$ cat src/rtl/counter_pkg.sv
// Shared types and constants for the binary counter family.
// Prescaler width sizing lives here so every counter stage agrees on it.
package counter_pkg;

    localparam logic [7:0] WRAP_SAT = 8'hFF;

    typedef enum logic {
        DOWN = 1'b0,
        UP   = 1'b1
    } dir_t;

    // Bits needed to hold 0..prescale-1, never less than one.
    function automatic int pre_w(input int prescale);
        int w;
        w = $clog2(prescale);
        return (w < 1) ? 1 : w;
    endfunction

endpackage

$ cat src/rtl/tick_prescaler.sv
// Divides enabled clocks down to one tick every PRESCALE enabled edges.
// The phase freezes while en is low and clears on clr.
module tick_prescaler
    import counter_pkg::*;
#(
    parameter int PRESCALE = 1
) (
    input  logic clk,
    input  logic res,
    input  logic clr,
    input  logic en,
    output logic tick
);

    localparam int               PRE_W   = pre_w(PRESCALE);
    localparam logic [PRE_W-1:0] PRE_MAX = PRE_W'(PRESCALE - 1);

    logic [PRE_W-1:0] pre_reg;
    logic [PRE_W-1:0] pre_next;

    always_comb begin
        pre_next = pre_reg;
        if (clr) begin
            pre_next = '0;
        end else if (en) begin
            pre_next = (pre_reg == PRE_MAX) ? '0 : pre_reg + PRE_W'(1);
        end
    end

    always_ff @(posedge clk) begin
        if (res) begin
            pre_reg <= '0;
        end else begin
            pre_reg <= pre_next;
        end
    end

    // With PRESCALE=1 PRE_MAX is 0 and pre_reg never leaves 0, so tick follows en.
    assign tick = en && (pre_reg == PRE_MAX);

endmodule

$ cat src/rtl/binary_updown_counter.sv
// Modulo-N up/down counter with prescaler, parallel load, terminal-count
// pulse and a saturating rollover tally.
module binary_updown_counter
    import counter_pkg::*;
#(
    parameter int WIDTH    = 4,
    parameter int MODULUS  = 16,
    parameter int PRESCALE = 1
) (
    input  logic             clk,
    input  logic             res,
    input  logic             en,
    input  logic             up,
    input  logic             load,
    input  logic [WIDTH-1:0] load_val,
    output logic [WIDTH-1:0] count,
    output logic             tc,
    output logic [7:0]       wraps
);

    // Compares run one bit wider so MODULUS = 2^WIDTH stays representable.
    localparam logic [WIDTH:0]   MOD_TOP = (WIDTH + 1)'(MODULUS - 1);
    localparam logic [WIDTH-1:0] MAX_CNT = WIDTH'(MODULUS - 1);

    logic             step;
    logic             wrap;
    dir_t             dir;
    logic [WIDTH:0]   inc_ext;
    logic [WIDTH:0]   load_ext;
    logic [WIDTH-1:0] count_reg, count_next;
    logic             tc_reg, tc_next;
    logic [7:0]       wraps_reg, wraps_next;

    tick_prescaler #(
        .PRESCALE (PRESCALE)
    ) u_prescaler (
        .clk  (clk),
        .res  (res),
        .clr  (load),
        .en   (en),
        .tick (step)
    );

    assign dir = dir_t'(up);

    always_comb begin
        inc_ext    = {1'b0, count_reg} + (WIDTH + 1)'(1);
        load_ext   = {1'b0, load_val};
        count_next = count_reg;
        tc_next    = 1'b0;
        wraps_next = wraps_reg;
        wrap       = 1'b0;

        if (load) begin
            count_next = (load_ext > MOD_TOP) ? MAX_CNT : load_val;
        end else if (step) begin
            if (dir == UP) begin
                if (inc_ext > MOD_TOP) begin
                    count_next = '0;
                    wrap       = 1'b1;
                end else begin
                    count_next = inc_ext[WIDTH-1:0];
                end
            end else begin
                if (count_reg == '0) begin
                    count_next = MAX_CNT;
                    wrap       = 1'b1;
                end else begin
                    count_next = count_reg - WIDTH'(1);
                end
            end
        end

        if (wrap) begin
            tc_next = 1'b1;
            if (wraps_reg != WRAP_SAT) begin
                wraps_next = wraps_reg + 8'd1;
            end
        end
    end

    always_ff @(posedge clk) begin
        if (res) begin
            count_reg <= '0;
            tc_reg    <= 1'b0;
            wraps_reg <= '0;
        end else begin
            count_reg <= count_next;
            tc_reg    <= tc_next;
            wraps_reg <= wraps_next;
        end
    end

    assign count = count_reg;
    assign tc    = tc_reg;
    assign wraps = wraps_reg;

endmodule
$ cat config.mk
export PLATFORM = sky130hd
export DESIGN_NAME = binary_updown_counter
export DESIGN_NICKNAME = d
export VERILOG_FILES = /design/src/rtl/counter_pkg.sv /design/src/rtl/tick_prescaler.sv /design/src/rtl/binary_updown_counter.sv
export SDC_FILE = /design/constraint.sdc
export NUM_CORES = 1
export LEC_CHECK = 0
export BUFFER_PORTS_ARGS = -buffer_cell sky130_fd_sc_hd__buf_2
export CORE_MARGIN = 3
export CORE_UTILIZATION = 50
export DETAILED_ROUTE_END_ITERATION = 8
export GPL_ROUTABILITY_DRIVEN = 0
export MAX_ROUTING_LAYER = met4
export PLACE_DENSITY = 0.76
export SKIP_CTS_REPAIR_TIMING = 1
export SLEW_MARGIN = 25
export SYNTH_ARGS = -nofsm -noshare
export SYNTH_HDL_FRONTEND = slang
export SYNTH_SLANG_ARGS = --single-unit
$ cat constraint.sdc
create_clock -name clk -period 2.74 [get_ports clk]
set_clock_uncertainty 0.1 [all_clocks]
set_input_delay 0.274 -clock clk [delete_from_list [all_inputs] [get_ports clk]]
set_output_delay 0.274 -clock clk [all_outputs]
set_load 0.01 [all_outputs]
==> flow_summary.yaml, run 1 <==
power_and_ir_drop:
  leakage_uw: 0.000430
  irDropWorstVdd_mv: 0.382
  power_density_nw_per_um2: 423
setup_path:
  crit_path_max_fanout: 7
  worst-setup-path-type: "flop to flop"
  endpoint_kind: "flop"
  critPathLaunchType: "flop"
  slowest_stage: "dfxtp_1"
  critical-path-top-delay-family: "simple AND/OR/NAND/NOR gates"
  crit_chain: "inv_1, ha_1, nor3b_2, and3b_1, o211ai_2, or3_1, a21oi_1"
  critPathBufInv: 1
  cp.arrival_ns: 2.43
  required_ns: 2.84
  critPathMaxStageDelay_ns: 0.46
  reg2reg_setup_slack_ns: 0.41
global_routing:
  grt_pass1_vias: 675
  antenna_found_initial: 0
  grt_use_total_pct: 19.9
  grt_overflow: 0
  grt_max_degree: 14
  grt_first_pass_wirelength_um: 3030
final_layout:
  stdcell_count: 132
  largest_reg_flops: 8
  design_area_um2: 947
  area_delta_synth_final_pct: 13.2
  fill_cells: 149
  nets: 130
  drive_above_1_share_pct: 25.9
  insertedDiodeCount: 0
floorplanning:
  core_area_um2: 1540
  io_pins: 22
  die_w_um: 46.9
  num_rows: 14
  dieArea_um2: 2200
  initial_utilization_pct: 54.3
  die-height_um: 46.9
cts:
  path_clk_slew_ns: 0.08
  cts_sinks: 13
  clockRootBuffer: "clkbuf_4"
  cts_tree: "yes"
  numCtsBuffers: 3
  clock_path_buffers: 2
  cts-htree-levels: 1
  insertion_delay_ns: 0.27
sta:
  period_share_pct: 84.9
  relSlewSlack_pct: 72.7
  fin_tns_setup_ns: 0
  setup_viol: 0
  grt_setup_unrepaired: "false"
  period_minus_slack_ns: 2.33
  drv_slew: 0
  holdWs_ns: 0.159
  tightest_slew_ns: 0.409
  max_freq_mhz: 430
  hold_viol: 0
logic_synthesis:
  ys_warn_count: 0
  synthMuxAreaShare_pct: 2.54
  synth_edf_count: 0
  synth_top_family_by_area: "compound AO/OA/AOI/OAI gates"
  synth-xor-area-share_pct: 5.23
  yosys.area_share.simple_pct: 23.8
  synth-seq-cells: 13
  postSynth.asyncResetShare_pct: 0
  synth_ff_type: "dfxtp_1"
  avgSynthCellArea_um2: 8.63
  synthAdderAreaFrac_pct: 7.17
  seq_area_frac_synth_pct: 31.1
  synth_compound_area_share_pct: 23.9
  synth_cells: 97
  synth_cell_types: 43
  syn_nets: 110
  synth_area_um2: 837
status:
  status: "completed"
detailed_routing:
  drc: 0
  via_per_inst: 6.01
  via_count: 793
  wl_per_cell_um: 13.9
  dr.pass1.iters: 4
  wl_um: 1830
  drtIter0Drc: 18
  ant_nets: 0
hold_path:
  min_path_type: "input port to flop"
place:
  place_area_um2: 921
  place_inst: 128
  place_hpwl_um: 1340
  io_buffers: 21
flow_run:
  cap_violations: 0
report_power, final:
group / switching [µW] / internal [µW]
Clock: 64.9 / 56.4
Sequential: 11.5 / 195
Combinational: 39.1 / 34.3
Yosys cell counts (3+ instances only):
cell,number,area [µm²]
ha_1,4,50.1
nand2_1,4,15.0
a21oi_1,10,50.1
nand3_1,3,15.0
buf_2,3,15.0
o21ai_0,6,30.0
nor3_1,3,15.0
dfxtp_1,13,260
nor2_1,7,26.3
xor2_1,4,35.0
inv_1,3,11.3
cells by family (layout without fill, tap and decap cells):
family                     Yosys count  count (layout)
AOI/OAI and AO/OA                   30              30
muxes                                2               2
buffers and inverters                9              28
and+or+nand+nor                     33              33
DFF                                 13              13
adders and majority gates            5               5
xor gates and xnor gates             5               5
layout by cell type (no fill, tap or decap), types with 2 or more instances in the layout:
cell	count
nor2_1	7
nor2b_1	2
a21oi_1	10
clkbuf_4	3
ha_1	4
nand2_1	4
xor2_1	4
inv_1	3
a31oi_1	2
nand3_1	3
and3b_1	2
o21ai_0	6
buf_2	21
or3_1	2
dfxtp_1	13
nor3_1	3
layer usage:
metal / GRT usage (%) / wire length (µm) / vias to the layer above
met5: - / 0 / -
met4: 7.73 / 27 / 0
met3: 4.98 / 117 / 4
li1: - / - / 400
met1: 29.1 / 880 / 367
met2: 25.5 / 807 / 22
area by class of cell:
cell class                 count  area [µm²]  share of cell area (%)
clock buffer                   4        26.3                    2.77
inverter                       3        11.3                    1.19
multi-input combinational     75         524                    55.4
sequential                    13         260                    27.5
tap                           16        20.0                    2.11
timing repair buffer          21         105                    11.1
worst min-delay path, stage by stage:
cell      delay, ns
buf_2          0.08
a221oi_1       0.07
nor2_1         0.08
worst paths after layout:
check / from / cells after the start / end
max reg2reg: count[0] / 7 / wraps[5]
min reg2reg: wraps[4] / 2 / wraps[4]
max: count[0] / 7 / wraps[5]
min: load_val[1] / 3 / count[1]
metrics by stage:
step	utilization, %	setup slack, ns	power, µW
4_1_cts	61.4	0.435	402
6_report	61.4	0.413	401
3_3_place_gp	59.7	0.585	281
3_5_place_dp	59.7	0.469	283
5_1_grt	61.4	0.148	423
2_1_floorplan	-	0.632	265
Power figures use the tool's default switching activity.
==> run 2, diff against run 1 <==
clock period = 2.2 ns   (was 2.74 ns; I/O delays follow)
==> flow_summary.yaml, run 2 (synthesized netlist as in run 1, its figures left out) <==
status:
  status: "completed"
setup_path:
  critPathBufInv: 1
  critical-path-top-delay-family: "simple AND/OR/NAND/NOR gates"
  crit_chain: "inv_1, ha_1, nor3b_4, and3b_2, o211ai_2, or3_1, a21oi_2"
  worst_r2r_path_depth: 7
  endpoint_kind: "flop"
  cp.arrival_ns: 2.19
  required_ns: 2.33
  critPathMaxStageDelay_ns: 0.35
  slowest_stage: "dfxtp_1"
  crit_cells: 7
  worst-setup-path-type: "flop to flop"
  critPathLaunchType: "flop"
  crit_path_max_fanout: 7
sta:
  hold_viol: 0
  fin_tns_setup_ns: 0
  tightest_slew_ns: 0.388
  holdWs_ns: 0.104
  setup_viol: 0
  max_freq_mhz: 485
  relSlewSlack_pct: 74.1
  period_minus_slack_ns: 2.06
  grt_setup_unrepaired: "false"
  period_share_pct: 93.7
  drv_slew: 0
global_routing:
  grt_first_pass_wirelength_um: 3110
  grt_max_degree: 14
  grt_overflow: 0
  grt_use_total_pct: 19.7
  grt_pass1_vias: 740
  antenna_found_initial: 0
detailed_routing:
  wl_um: 1960
  dr.pass1.iters: 6
  drtIter0Drc: 15
  drt-met1-wl_um: 885
  ant_nets: 0
  via_per_inst: 6.18
  drc: 0
  wl_per_cell_um: 14.6
  highest_layer: "met4"
  via_count: 828
  met2_length_um: 912
  wl_met3_um: 132
final_layout:
  insertedDiodeCount: 0
  drive_above_1_share_pct: 28.8
  fill_cells: 140
  mostFrequentLayoutCell: "buf_2"
  utilization_pct: 63.1
  area_delta_synth_final_pct: 16.3
  largest_reg_flops: 8
  nets: 132
  final_cell_mix: "buf_2 (21), dfxtp_1 (13), a21oi_1 (9)"
cts:
  path_clk_slew_ns: 0.09
  cts_sinks: 13
  numCtsBuffers: 3
  insertion_delay_ns: 0.29
  cts_tree: "yes"
  clockRootBuffer: "clkbuf_4"
  clock_path_buffers: 2
  cts-htree-levels: 1
power_and_ir_drop:
  intPower_uw: 362
  swShare_pct: 29.5
  irDropWorstVdd_mv: 0.363
  leakage_uw: 0.000440
  clockPowerShare_pct: 30.3
  switching_power_uw: 151
  p_seq_share_pct: 49.4
  pwr-share-comb_pct: 20.4
  power_density_nw_per_um2: 527
floorplanning:
  num_rows: 14
  die-height_um: 46.9
  io_pins: 22
  dieArea_um2: 2200
  initial_utilization_pct: 54.3
  die_w_um: 46.9
  core_area_um2: 1540
hold_path:
  min_path_cells: 3
  min_path_type: "input port to flop"
place:
  io_buffers: 21
  place_hpwl_um: 1430
flow_run:
  cap_violations: 0
==> run 2: cell types whose count changed in the layout (fill, tap and decap cells not counted), sizes merged <==
cell,before,now
buf,21,23
==> run 2: layout make-up <==
type	instances	area, µm²	share of cell area, %
flip-flops and latches	13	260	26.7
repair buffers	23	120	12.3
well taps	16	20.0	2.06
multi-input cells	75	536	55.0
inverters	3	11.3	1.16
clock buffers	4	26.3	2.70
==> run 2: worst paths after layout <==
path                from  endpoint  slack, ns
min          load_val[0]  count[0]       0.10
min reg2reg     wraps[5]  wraps[5]       0.45
max             count[0]  wraps[5]       0.14
max reg2reg     count[0]  wraps[5]       0.14
==> run 2: worst reg2reg max path: stages (launching register included) <==
cell      delay [ns]
dfxtp_1         0.35
inv_1           0.09
ha_1            0.33
nor3b_4         0.22
and3b_2         0.30
o211ai_2        0.13
or3_1           0.34
a21oi_2         0.14
==> run 2: per-stage QoR <==
stage	worst slack, ns	area (µm²)	total power [µW]	std cells
after floorplan	0.0924	837	330	97
after global placement	0.202	936	354	130
after detailed placement	0.135	936	357	130
after CTS	0.0795	962	508	134
after global routing	0.0164	973	536	134
final	0.138	973	513	134
==> run 2: metal layers <==
| metal | global-route usage [%] | vias up |
|---|---|---|
| met1 | 25.7 | 390 |
| met4 | 9.39 | 0 |
| met3 | 3.83 | 6 |
| li1 | - | 403 |
| met2 | 29.0 | 29 |
| met5 | - | - |
==> run 2: power by group through the flow <==
stage          Sequential, µW  Combinational, µW  Clock [µW]
2_1_floorplan             258               71.6           0
3_3_place_gp              258               96.7           0
3_5_place_dp              259               98.8           0
4_1_cts                   253                100         155
5_1_grt                   255                116         164
6_report                  253                104         155
==> run 3, diff against run 2 <==
BUFFER_PORTS_ARGS = not set   (was -buffer_cell sky130_fd_sc_hd__buf_2)
DONT_BUFFER_PORTS = 1   (was not set)
PLACE_DENSITY = not set   (was 0.76)
==> flow_summary.yaml, run 3 (synthesized netlist as in run 1, its figures left out) <==
global_routing:
  grt_max_degree: 14
  grt_first_pass_wirelength_um: 2700
  grt_use_total_pct: 17.9
  antenna_found_initial: 0
  grt_pass1_vias: 610
  grt_overflow: 0
detailed_routing:
  wl_per_cell_um: 15.6
  dr.pass1.iters: 4
  drtIter0Drc: 19
  ant_nets: 0
  drc: 0
  via_per_inst: 6.32
  via_count: 733
  wl_um: 1810
floorplanning:
  die-height_um: 46.9
  die_w_um: 46.9
  io_pins: 22
  num_rows: 14
  core_area_um2: 1540
  dieArea_um2: 2200
  initial_utilization_pct: 54.3
hold_path:
  hp-start: "load"
  min_path_type: "input port to flop"
  min_path_cells: 2
  min_to: "count[1]"
sta:
  hold_viol: 0
  fin_tns_setup_ns: 0
  tightest_slew_ns: 0.432
  grt_setup_unrepaired: "false"
  drv_slew: 0
  relSlewSlack_pct: 71.1
  period_share_pct: 92.4
  setup_viol: 0
  max_freq_mhz: 492
  period_minus_slack_ns: 2.03
final_layout:
  stdcell_count: 116
  final_cell_mix: "dfxtp_1 (13), a21oi_1 (10), nor2_1 (7)"
  nets: 114
  fill_cells: 150
  largest_reg_flops: 8
  area_delta_synth_final_pct: 5.83
  mostFrequentLayoutCell: "dfxtp_1"
  design_area_um2: 886
  insertedDiodeCount: 0
  drive_above_1_share_pct: 13.0
cts:
  cts-htree-levels: 1
  clockRootBuffer: "clkbuf_4"
  cts_sinks: 13
  numCtsBuffers: 3
  path_clk_slew_ns: 0.08
  clock_path_buffers: 2
  cts_tree: "yes"
  insertion_delay_ns: 0.27
power_and_ir_drop:
  pwr-share-comb_pct: 18.0
  intPower_uw: 354
  leakage_uw: 0.000352
  clockPowerShare_pct: 30.0
  swShare_pct: 27.0
  switching_power_uw: 131
  power_density_nw_per_um2: 547
  irDropWorstVdd_mv: 0.356
  p_seq_share_pct: 52.1
setup_path:
  regToRegStartpoint: "count[0]"
  endpoint_kind: "flop"
  required_ns: 2.31
  critPathLaunchType: "flop"
  reg2reg_setup_slack_ns: 0.17
  worst_r2r_path_depth: 7
  worst-setup-path-type: "flop to flop"
  crit_path_max_fanout: 7
  cp.arrival_ns: 2.14
  r2r-end: "wraps[5]"
place:
  place_hpwl_um: 1330
  place_inst: 110
  io_buffers: 0
  place_area_um2: 838
status:
  status: "completed"
flow_run:
  cap_violations: 0
run 3: changes by cell type in the layout (fill, tap and decap cells not counted), sizes merged:
cell and change:
buf -20, dlygate4sd3 +2
run 3: worst max-delay path: stages (launching register included):
cell and delay, ns:
dfxtp_1 0.33, inv_1 0.09, ha_1 0.31, nor3b_2 0.24
and3b_2 0.31, o211ai_2 0.13, or3_1 0.32, a21oi_1 0.13
run 3: layer usage:
metal,part of all wire (%),GRT usage (%),up-vias
li1,-,-,368
met5,0,-,-
met3,8.6,8.43,2
met1,49,25.6,336
met4,0.72,4.97,0
met2,41,22.0,27
run 3: worst max-delay path by stage:
stage | slack, ns | depth (start not counted) | end | from
2_1_floorplan | 0.09 | 8 | wraps[5] | count[0]
3_3_place_gp | 0.19 | 7 | wraps[5] | count[0]
3_5_place_dp | 0.14 | 7 | wraps[5] | count[0]
4_1_cts | 0.09 | 7 | wraps[5] | count[0]
5_1_grt | 0.03 | 7 | wraps[5] | count[0]
6_report | 0.17 | 7 | wraps[5] | count[0]
run 3: layout make-up:
type,instances,area [µm²],share of cell area (%)
Inverter,3,11.3,1.27
Timing Repair Buffer,5,42.5,4.80
Tap cell,16,20.0,2.26
Clock buffer,4,26.3,2.97
Multi-Input combinational cell,75,526,59.3
Sequential cell,13,260,29.4
run 3: power by group through the flow:
stage	clock network [µW]	registers (µW)	logic [µW]
2_1_floorplan	0	258	71.6
3_3_place_gp	0	258	79.0
3_5_place_dp	0	258	79.8
4_1_cts	153	253	80.7
5_1_grt	161	254	97.1
6_report	145	252	87.2
run 3: stage by stage:
stage	power [µW]	hold slack, ns	utilization (%)	worst slack [ns]
detailed placement	338	0.194	54.4	0.137
global placement	337	0.193	54.4	0.191
CTS	487	-0.109	56.1	0.0933
global route	512	0.00619	57.5	0.0341
finish	485	0.00831	57.5	0.166
floorplan	330	0.192	-	0.0924
